**src/rtl/ssc_mem_arbiter.sv**
```systemverilog
// ssc_mem_arbiter: round-robin two-requester arbiter for the shared sort-circuit memory port
module ssc_mem_arbiter #(
   parameter int AW       = 8,
   parameter int DW       = 16,
   parameter int HOLD_MAX = 64
) (
   input  logic          clk,
   input  logic          rst,
   input  logic          req0,
   input  logic          read0,
   input  logic          write0,
   input  logic [AW-1:0] addr0,
   input  logic [DW-1:0] wdata0,
   output logic          gnt0,
   input  logic          req1,
   input  logic          read1,
   input  logic          write1,
   input  logic [AW-1:0] addr1,
   input  logic [DW-1:0] wdata1,
   output logic          gnt1,
   input  logic [DW-1:0] Read_data,
   output logic [DW-1:0] rdata,
   output logic [AW-1:0] address,
   output logic [DW-1:0] Write_data,
   output logic          read,
   output logic          write,
   output logic          preempt,
   output logic          err
);
   localparam int CW = HOLD_MAX > 0 ? $clog2(HOLD_MAX + 1) : 1;
   typedef enum logic [1:0] {IDLE, OWN0, OWN1} state_t;
   state_t        state_q, state_d;
   logic [CW-1:0] hold_q, hold_d;
   logic          last_q, last_d, preempt_q, preempt_d, err_q, err_d;
   logic          own_req, oth_req, expire;
   always_comb begin
      own_req   = (state_q == OWN0) ? req0 : req1;
      oth_req   = (state_q == OWN0) ? req1 : req0;
      expire    = (HOLD_MAX != 0) && (hold_q == CW'(HOLD_MAX - 1)) && oth_req;
      state_d   = state_q;
      hold_d    = hold_q;
      last_d    = last_q;
      preempt_d = 1'b0;
      if (state_q == IDLE) begin
         hold_d  = '0;
         state_d = (req0 && (!req1 || last_q)) ? OWN0 : req1 ? OWN1 : IDLE;
      end else if (!own_req || expire) begin
         // release takes priority; preempt flags only a forced release
         state_d   = IDLE;
         hold_d    = '0;
         last_d    = (state_q == OWN1);
         preempt_d = own_req;
      end else if (hold_q != CW'(HOLD_MAX)) begin
         hold_d = hold_q + 1'b1;
      end
      err_d = err_q | ((read0 | write0) & ~gnt0) | ((read1 | write1) & ~gnt1);
   end
   always_ff @(posedge clk or negedge rst) begin
      if (!rst) begin
         state_q   <= IDLE;
         hold_q    <= '0;
         last_q    <= 1'b1;
         preempt_q <= 1'b0;
         err_q     <= 1'b0;
      end else begin
         state_q   <= state_d;
         hold_q    <= hold_d;
         last_q    <= last_d;
         preempt_q <= preempt_d;
         err_q     <= err_d;
      end
   end
   assign gnt0       = (state_q == OWN0);
   assign gnt1       = (state_q == OWN1);
   assign address    = gnt0 ? addr0 : gnt1 ? addr1 : '0;
   assign Write_data = gnt0 ? wdata0 : gnt1 ? wdata1 : '0;
   assign read       = gnt0 ? read0 : gnt1 & read1;
   assign write      = gnt0 ? write0 : gnt1 & write1;
   assign rdata      = Read_data;
   assign preempt    = preempt_q;
   assign err        = err_q;
endmodule

```
**config.mk**
```make
export PLATFORM = sky130hd
export DESIGN_NAME = ssc_mem_arbiter
export DESIGN_NICKNAME = d
export VERILOG_FILES = /design/src/rtl/ssc_mem_arbiter.sv
export SDC_FILE = /design/constraint.sdc
export NUM_CORES = 1
export LEC_CHECK = 0
export ABC_AREA = 1
export CORE_MARGIN = 8
export CORE_UTILIZATION = 30
export CTS_BUF_LIST = sky130_fd_sc_hd__clkbuf_16
export DETAILED_ROUTE_END_ITERATION = 8
export PLACE_DENSITY = 0.87
export SLEW_MARGIN = 25
export SYNTH_ARGS = -nofsm -noshare
export SYNTH_HDL_FRONTEND = slang
export SYNTH_SLANG_ARGS = --single-unit
```
**constraint.sdc**
```tcl
create_clock -name clk -period 3.8 [get_ports clk]
set_input_delay 0.76 -clock clk [delete_from_list [all_inputs] [get_ports clk]]
set_output_delay 0.76 -clock clk [all_outputs]
set_load 0.05 [all_outputs]
```
==> metrics.md, run 1 <==
| Metric | Value |
|---|---|
| Status | finished, final reports clean |
| Final Cell Area | 1890 sq um |
| Sequential power share | about an eighth |
| VDD IR-drop max | 246 uV |
| Placer Congestion | 0.781 |
| Starting density of the core | between 30% and 40% |
| Avg WL per Cell | between 15 and 20 um |
| Yosys warning count | 0 |
| Minimum clock period | between 2 and 3 ns |
| Post-cts hold buffer count | 0 |
| Relative slew slack | between 60% and 70% |
| Power density cells | roughly 830 nW/um^2 |
| Busiest grt layer | met2 |
| CTS buffer count | 3 |
| CP max FO | 2 |
| Root buf cell | clkbuf_16 |
| Remaining Overflow, GRT | 0 |
| Met2 Track Usage GR | 21.4% |
| Clock share of power | 12.1% |
| Worst setup path class | in2out |
| Area delta synth->final | 81.5% |
| Cells after Synth | between 100 and 150 |
| Arr. time, crit path | 2.20 ns |
| Synth unique cells | 25 |
| Syn Nets | a little over 200 |
| Filler cells | approximately 300 |
| Clk_lat worst skew | 0.24 ns |
| Synth area leader | dfrtp_1 |
| Largest net degree at the start of global routing | 29 |
| DR vias | 1181 |
| Worst Skew | ~0.00048 ns |
| Post-route ant nets | 0 |
| DIE AREA | around 5600 sq um |
| Final WL | 4020 um |
| Syn_area_per_cell | roughly 8.1 sq um |
| Share of the synthesized area in the top cell type | 26.4% |
| FF+latch count, synth | 12 |
| Worst hold slack | about 0.46 ns |
| Met3 Use GR | 5.46% |
| Net Sw Frac | 54.4% |
| IO Port Bufs | 85 |
| Drt via density | 4.82 |
| Critical Path RT | 3.04 ns |
| CTS tree | yes |
| Mapped Area | 1040 sq um |
| Post-DP HPWL | between 3000 and 4000 um |
| Residual DRC count | 0 |
| Final hold vios | 0 |
| CP Launch Type | input pin |
| Power Internal | 0.000713 W |
| Die extent in y | 74.9 um |
| Gate power share | 76.1% |
| CTS resizes | 0 |
| Io pins | approximately 120 |
| Sw Pwr | 0.000852 W |
| Antenna violations before repair | 0 |
| Fin cells | 245 |
| Fin Setup TNS | 0 ns |
| Core Box Area | 3340 sq um |
| Worst setup EP type | output port |
| Final #Nets | 274 |
| Leak Pwr | 0.764 nW |
| Met1 Use GR | around 15% |
| Register area share after synthesis | 28.9% |
| Area contributors post-synth | dfrtp_1 (26%), a22o_1 (22%), buf_4 (13%) |
| Vias in the first global route | 1182 |
| Post-CTS Setup Repair Bufs | 0 |
| Final period utilization | ~80% |
| Worst reg-to-reg path cell count | 6 |
| Final Max Tran Viols | 0 |
| H-tree depth | 1 |
| TritonCTS Sinks | 12 |
| First-pass GRT wire length | between 5000 and 6000 um |
| Fmax | 337 MHz |
| Area post-placement | 1810 sq um |
| HP Class | reg2reg |
| Die Width | around 75 um |
| Clock slew at reported path FFs | roughly 0.040 ns |
| Drt first-iter violations | 27 |
| Pre-antenna DRT Iters | 4 |
| Hold depth | 2 |
| All-Layer GR Usage | 13.0% |
| Actual slew at the worst max-slew pin | 0.543 ns |
| ANT cells | 0 |
| Layout cells sized above 1 | 8.04% |
| Rows | 21 |
| Dpl cells | 241 |
| Unrepaired setup endpoints after global routing | false |
| Final setup fails | 0 |
| Total of max-cap violations | 0 |
| R2R Setup Slk | 2.36 ns |
| Clock buffer depth | 2 |
-- worst max-delay path, cell delays in order --
cell and delay [ns]:
clkdlybuf4s50_1 0.48, a22o_1 0.15, clkdlybuf4s50_1 0.81
-- state kept, by name, summed over array words and instances, names as in the netlist --
signal	flops
hold_q	7
state_q	2
last_q	1
err	1
preempt	1
-- area by class of cell --
type | count | area (sq um) | area share (%)
Clock inverter | 1 | 3.75 | 0.198
Inverter | 10 | 40.0 | 2.12
Tap cell | 46 | 57.6 | 3.04
Sequential cell | 12 | 302 | 15.9
Timing Repair Buffer | 86 | 858 | 45.4
Clock buffer | 3 | 75.1 | 3.97
Multi-Input combinational cell | 87 | 556 | 29.4
-- Yosys cell counts, drive strengths merged --
cell and number:
nand3 10, nand3b 1, nand2 19, xor2 3, o22ai 2, dfrtp 11
buf 20, a22o 26, inv 10, nor3 1, nor2 16, ha 2
o21ai 4, a21oi 3, dfstp 1
-- power by group through the flow --
stage / combinational (W) / clock (W) / sequential (W)
floorplan: 0.000875 / 0 / 0.000178
global placement: 0.00119 / 0 / 0.000183
detailed placement: 0.00120 / 0 / 0.000185
CTS: 0.00120 / 0.000193 / 0.000184
global route: 0.00126 / 0.000198 / 0.000188
finish: 0.00119 / 0.000190 / 0.000184
-- layer usage --
| layer | vias to the layer above | wire (um) |
|---|---|---|
| met3 | 8 | 528 |
| met1 | 517 | 1550 |
| li1 | 578 | - |
| met5 | - | 0 |
| met2 | 78 | 1900 |
| met4 | 0 | 46 |
-- cell usage in the layout, fill, tap and decap left out, types with 2 or more instances in the layout --
cell,synthesis,final
o21ai_0,2,2
o22ai_1,2,2
xor2_1,3,3
dfrtp_1,11,11
nor2_2,2,2
ha_1,2,2
inv_1,8,8
clkdlybuf4s50_1,0,85
a21oi_1,2,2
nand2_2,3,3
nand2_1,15,15
nand3_1,10,10
clkbuf_16,0,3
a22o_1,26,26
nor2_1,13,13
-- through the flow --
stage	utilization, %	total power, W	setup WS (ns)
after floorplan	-	0.00105	1.56
after global placement	54.3	0.00137	0.822
after detailed placement	54.3	0.00138	0.815
after CTS	56.7	0.00158	0.809
after global routing	56.7	0.00164	0.779
final	56.7	0.00157	0.835
-- path summary, 6_finish.rpt --
kind	startpoint	to
max in group asynchronous	rst	last_q$_DFFE_PN1P_
min in group asynchronous	rst	hold_q[6]$_DFFE_PN0P_
min reg2reg	last_q$_DFFE_PN1P_	last_q$_DFFE_PN1P_
max	read1	read
min	last_q$_DFFE_PN1P_	last_q$_DFFE_PN1P_
max reg2reg	hold_q[1]$_DFFE_PN0P_	hold_q[4]$_DFFE_PN0P_
-- logic make-up (layout without fill, tap and decap cells) --
kind of cell | Yosys count | count (layout) | synth area share (%)
xor gates and xnor gates | 3 | 3 | 2.52
AOI/OAI and AO/OA | 35 | 35 | 27.1
and+or+nand+nor | 47 | 47 | 21.2
DFF | 12 | 12 | 28.9
buffers and inverters | 30 | 100 | 17.8
adders and majority gates | 2 | 2 | 2.40
Note: power is estimated with default switching activity, not from simulation.
==> run 2, diff against run 1 <==
--- a/config.mk
+++ b/config.mk
@@ -7,10 +7,10 @@
 export LEC_CHECK = 0
 export ABC_AREA = 1
 export CORE_MARGIN = 8
-export CORE_UTILIZATION = 30
+export CORE_UTILIZATION = 25
 export CTS_BUF_LIST = sky130_fd_sc_hd__clkbuf_16
 export DETAILED_ROUTE_END_ITERATION = 8
-export PLACE_DENSITY = 0.87
+export PLACE_DENSITY = 0.78
 export SLEW_MARGIN = 25
 export SYNTH_ARGS = -nofsm -noshare
 export SYNTH_HDL_FRONTEND = slang
==> constraint.sdc (replaced) <==
create_clock -name clk -period 2.38 [get_ports clk]
set_input_delay 0.476 -clock clk [delete_from_list [all_inputs] [get_ports clk]]
set_output_delay 0.476 -clock clk [all_outputs]
set_load 0.05 [all_outputs]
==> metrics.md, run 2 (same netlist as run 1, synthesis figures left out) <==
| Metric | Value |
|---|---|
| CP bufs+invs | 2 |
| R2R Setup Slk | 0.99 ns |
| Die Width | 80.6 um |
| Core Box Area | 4000 sq um |
| Avg WL per Cell | 17.1 um |
| Worst r2r src | hold_q[1]$_DFFE_PN0P_ |
| Minimum clock period | 2.01 ns |
| Final Cell Area | 2160 sq um |
| VDD IR-drop max | 803 uV |
| Final setup fails | 0 |
| All-Layer GR Usage | 12.6% |
| Power density cells | 1420 nW/um^2 |
| HP Class | reg2reg |
| Sw Pwr | 0.00149 W |
| Worst Skew | 0.00210 ns |
| Post-route ant nets | 0 |
| Biggest register | hold_q |
| Largest stage delay on the critical path | 0.46 ns |
| Io pins | 118 |
| Max FFs per register | 7 |
| Number of cells on the critical path | 4 |
| Final #Nets | between 200 and 300 |
| CTS tree | yes |
| Worst hold start | last_q$_DFFE_PN1P_ |
| Commonest non-fill, non-tap cells in the layout | clkdlybuf4s50_1 (57), buf_12 (27), a22o_1 (26), nand2_1 (15), nor2_1 (13) |
| Area post-placement | 2090 sq um |
| Final WL | 4270 um |
| Total of max-cap violations | 0 |
| Hold endpoint | last_q$_DFFE_PN1P_ |
| Worst hold slack | 0.459 ns |
| Critical path cell sequence | nor2_2, buf_4, a22o_1, buf_12 |
| Gate power share | 80.4% |
| Relative slew slack | 64.3% |
| Final hold vios | 0 |
| DR vias | 1177 |
| R2R Path End | last_q$_DFFE_PN1P_ |
| Placer Congestion | 0.826 |
| Remaining Overflow, GRT | 0 |
| Pre-antenna DRT Iters | 4 |
| IO Port Bufs | 85 |
| Layout cells sized above 1 | 22.1% |
| Worst reg-to-reg path cell count | 8 |
| CTS buffer count | 3 |
| Hold depth | 2 |
| Root buf cell | clkbuf_16 |
| Critical Path RT | roughly 1.9 ns |
| Rows | 23 |
| CP max FO | 27 |
| Die extent in y | 80.6 um |
| Leak Pwr | 0.902 nW |
| Drt first-iter violations | 28 |
| Antenna violations before repair | 0 |
| CP Launch Type | flop |
| Clock share of power | 10.1% |
| Fin Setup TNS | 0 ns |
| Clock slew at reported path FFs | 0.04 ns |
| Status | finished, final reports clean |
| Place WS | 0.582 ns |
| Clk_lat worst skew | 0.24 ns |
| Clock buffer depth | 2 |
| Post-CTS Setup Repair Bufs | 0 |
| Largest regs | hold_q (7), state_q (2) |
| Net Sw Frac | between 40 and 50% |
| Area delta synth->final | 108% |
| Actual slew at the worst max-slew pin | between 0.5 and 0.6 ns |
| Final Max Tran Viols | 0 |
| TritonCTS Sinks | 12 |
| Vias in the first global route | 1208 |
| Post-route setup slack | 0.366 ns |
| Post-DP HPWL | 3610 um |
| Power Internal | 0.00158 W |
| Final period utilization | 84.6% |
| Arr. time, crit path | 1.54 ns |
| Starting density of the core | 26.1% |
| Worst setup EP type | output port |
| Fmax | 497 MHz |
| Crit-path slowest cell | dfrtp_1 |
| H-tree depth | 1 |
| Drt via density | 4.73 |
| Sequential power share | a little under a tenth |
| Total power draw | 0.00307 W |
| Post-cts hold buffer count | 0 |
| Worst setup path class | reg2out |
| CTS resizes | 0 |
| First-pass GRT wire length | 6380 um |
| Unrepaired setup endpoints after global routing | false |
| Largest net degree at the start of global routing | 29 |
| Residual DRC count | 0 |
| DIE AREA | 6490 sq um |
| ANT cells | 0 |
| Most common cell after layout, fill and taps aside | clkdlybuf4s50_1 |
| Crit-path leading delay family | flip-flops |
==> run 2: area by class of cell <==
class	instances	area (sq um)
multi-input combinational	87	556
tap	50	62.6
timing repair buffer	86	1130
sequential	12	302
clock inverter	1	3.75
inverter	10	40.0
clock buffer	3	75.1
fill	347	1840
==> run 2: power groups by stage <==
stage | logic (W) | registers, W | clock network [W]
final | 0.00247 | 0.000291 | 0.000310
after global placement | 0.00247 | 0.000292 | 0
after floorplan | 0.00140 | 0.000285 | 0
after global routing | 0.00258 | 0.000298 | 0.000334
after detailed placement | 0.00249 | 0.000294 | 0
after CTS | 0.00249 | 0.000291 | 0.000321
==> run 2: per-layer routing <==
metal / global-route usage, % / wire length, um
met1: 13.5 / 1570
met2: 21.9 / 2240
met3: 4.80 / 407
met4: 4.73 / 57
met5: 0 / 0
==> run 2: worst max path at each step <==
stage                                      start        endpoint
after detailed placement                   read1            read
after floorplan           state_q[1]$_DFFE_PN0P_  Write_data[10]
after global routing      state_q[0]$_DFFE_PN0P_   Write_data[7]
final                     state_q[0]$_DFFE_PN0P_   Write_data[7]
after CTS                 state_q[0]$_DFFE_PN0P_   Write_data[7]
after global placement                    write1           write
==> run 2: worst reg2reg max path, cell delays in order (launching register included) <==
cell,delay (ns)
dfrtp_1,0.38
ha_1,0.22
nand3_1,0.15
nor2_1,0.20
nand2_2,0.12
nand2_2,0.10
nand2_1,0.06
nand2_1,0.05
nand2_1,0.05
==> run 2: metrics by stage <==
stage,util [%],cells
6_report,54.1,249
5_1_grt,54.1,249
4_1_cts,54.1,249
3_5_place_dp,52.1,245
3_3_place_gp,52.1,245
2_1_floorplan,-,129
==> run 3, diff against run 2 <==
==> constraint.sdc (replaced) <==
create_clock -name clk -period 1.7 [get_ports clk]
set_input_delay 0.34 -clock clk [delete_from_list [all_inputs] [get_ports clk]]
set_output_delay 0.34 -clock clk [all_outputs]
set_load 0.05 [all_outputs]
==> metrics.md, run 3 (same netlist as run 1, synthesis figures left out) <==
| Metric | Value |
|---|---|
| Status | complete, but fails checks |
| Violated checks | negative setup slack |
| HP Class | in2async |
| Avg WL per Cell | 18.3 um |
| Area post-placement | 2120 sq um |
| CP max FO | 14 |
| Leak Pwr | 1.06 nW |
| Worst r2r src | hold_q[1]$_DFFE_PN0P_ |
| Busiest grt layer | met2 |
| R2R Setup Slk | 0.29 ns |
| Unrepaired setup endpoints after global routing | true |
| Total of max-cap violations | 0 |
| H-tree depth | 1 |
| Power Internal | 0.00269 W |
| Relative slew slack | between 60% and 70% |
| Minimum clock period | 1.75 ns |
| Remaining Overflow, GRT | 0 |
| DIE AREA | 6490 sq um |
| Worst reg-to-reg path cell count | 8 |
| Post-cts hold buffer count | 0 |
| Met2 Track Usage GR | roughly a quarter |
| Clock buffer depth | 2 |
| Most common cell after layout, fill and taps aside | clkdlybuf4s50_1 |
| CTS buffer count | 3 |
| Fmax | around 570 MHz |
| Met1 Use GR | 15.2% |
| Filler cells | 293 |
| Final setup fails | 13 |
| Place WS | 0.109 ns |
| Biggest register | hold_q |
| VDD IR-drop max | 709 uV |
| Worst hold slack | about 0.45 ns |
| Rows | 23 |
| Sw Pwr | 0.00230 W |
| Layout cells sized above 1 | about a third |
| Arr. time, crit path | 1.41 ns |
| Root buf cell | clkbuf_16 |
| Clock slew at reported path FFs | 0.04 ns |
| Pre-antenna DRT Iters | 6 |
| Placer Congestion | 0.804 |
| Met3 Use GR | 3.79% |
| R2R Path End | last_q$_DFFE_PN1P_ |
| Largest regs | hold_q (7), state_q (2) |
| CTS tree | yes |
| Residual DRC count | 0 |
| Area delta synth->final | 137% |
| All-Layer GR Usage | 14.0% |
| Actual slew at the worst max-slew pin | 0.533 ns |
| Clock share of power | 8.7% |
| Io pins | 118 |
| First-pass GRT wire length | 7020 um |
| Final WL | 4840 um |
| Antenna violations before repair | 0 |
| Post-route setup slack | -0.0492 ns |
| Post-DP HPWL | 3620 um |
| Dpl cells | 246 |
| Sequential power share | 7.9% |
| Die Width | 80.6 um |
| TritonCTS Sinks | 12 |
| Final Cell Area | 2470 sq um |
| Drt via density | about 4.8 |
| Drt first-iter violations | 31 |
| Final period utilization | 103% |
| Worst setup path class | reg2out |
| CP Launch Type | flop |
| Fin cells | about 260 |
| Critical Path RT | ~1.4 ns |
| Net Sw Frac | 46.2% |
| Core Box Area | 4000 sq um |
| DR vias | 1259 |
| Largest net degree at the start of global routing | 15 |
| Final hold vios | 0 |
| Clk_lat worst skew | about 0.24 ns |
| Power density cells | 2020 nW/um^2 |
| Worst setup EP type | output port |
| Final #Nets | 289 |
| Commonest non-fill, non-tap cells in the layout | clkdlybuf4s50_1 (55), buf_12 (29), nand2_1 (15) |
| Starting density of the core | 26.1% |
| ANT cells | 0 |
| Gate power share | 83.4% |
| Post-route ant nets | 0 |
| IO Port Bufs | 85 |
| Vias in the first global route | 1282 |
| Worst Skew | 0.000609 ns |
| Max FFs per register | 7 |
| Fin Setup TNS | -0.105 ns |
| Die extent in y | 80.6 um |
| Final Max Tran Viols | 0 |
[run 3: cell count changes in the layout (fill, tap and decap cells not counted), sizes merged]
cell           change
buf               +16
clkdlybuf4s50      -2
inv                +1
[run 3: per-stage QoR]
step,total power [W],util [%]
after detailed placement,0.00399,53.1
after floorplan,0.00238,-
final,0.00499,61.8
after global routing,0.00519,61.8
after CTS,0.00494,60.6
after global placement,0.00396,53.1
[run 3: final cells by class]
type	instances	area, sq um	share of cell area [%]
Sequential cell	12	303	12.2
Tap cell	50	62.6	2.53
Timing Repair Buffer	100	1280	51.7
Clock buffer	3	75.1	3.04
Timing Repair inverter	1	16.3	0.658
Multi-Input combinational cell	87	683	27.6
Clock inverter	1	3.75	0.152
Inverter	10	50.0	2.02
[run 3: worst max path at each step]
stage          slack [ns]  cells past startpoint                   start              to
4_1_cts             -0.02                      5  state_q[1]$_DFFE_PN0P_   Write_data[4]
5_1_grt             -0.10                      6  state_q[1]$_DFFE_PN0P_      address[0]
2_1_floorplan       0.005                      5  state_q[1]$_DFFE_PN0P_  Write_data[10]
3_5_place_dp         0.11                      3                  write1           write
3_3_place_gp         0.11                      3                  write1           write
6_report            -0.05                      6  state_q[1]$_DFFE_PN0P_      address[0]
[run 3: layer usage]
metal,part of all wire (%),up-vias
met5,0,-
met4,2.0,0
met3,11,11
met2,51,66
met1,36,571
li1,-,611
[run 3: critical path: stages (launching register included)]
cell	delay (ns)
dfrtp_1	0.39
inv_2	0.09
buf_6	0.12
nand2_8	0.09
inv_12	0.11
a22o_1	0.20
buf_12	0.15
[run 3: power by group through the flow]
stage | sequential (W) | clock (W) | combinational, W
floorplan | 0.000399 | 0 | 0.00198
CTS | 0.000394 | 0.000439 | 0.00410
detailed placement | 0.000409 | 0 | 0.00358
global placement | 0.000405 | 0 | 0.00355
global route | 0.000402 | 0.000456 | 0.00433
finish | 0.000395 | 0.000434 | 0.00417
[run 3: what timing repair did]
item	4_1_cts	5_1_grt
setup endpoints to repair	26	26
pin swaps	3	0
gates resized for setup	19	5
gates cloned	2	0
setup buffers	11	1
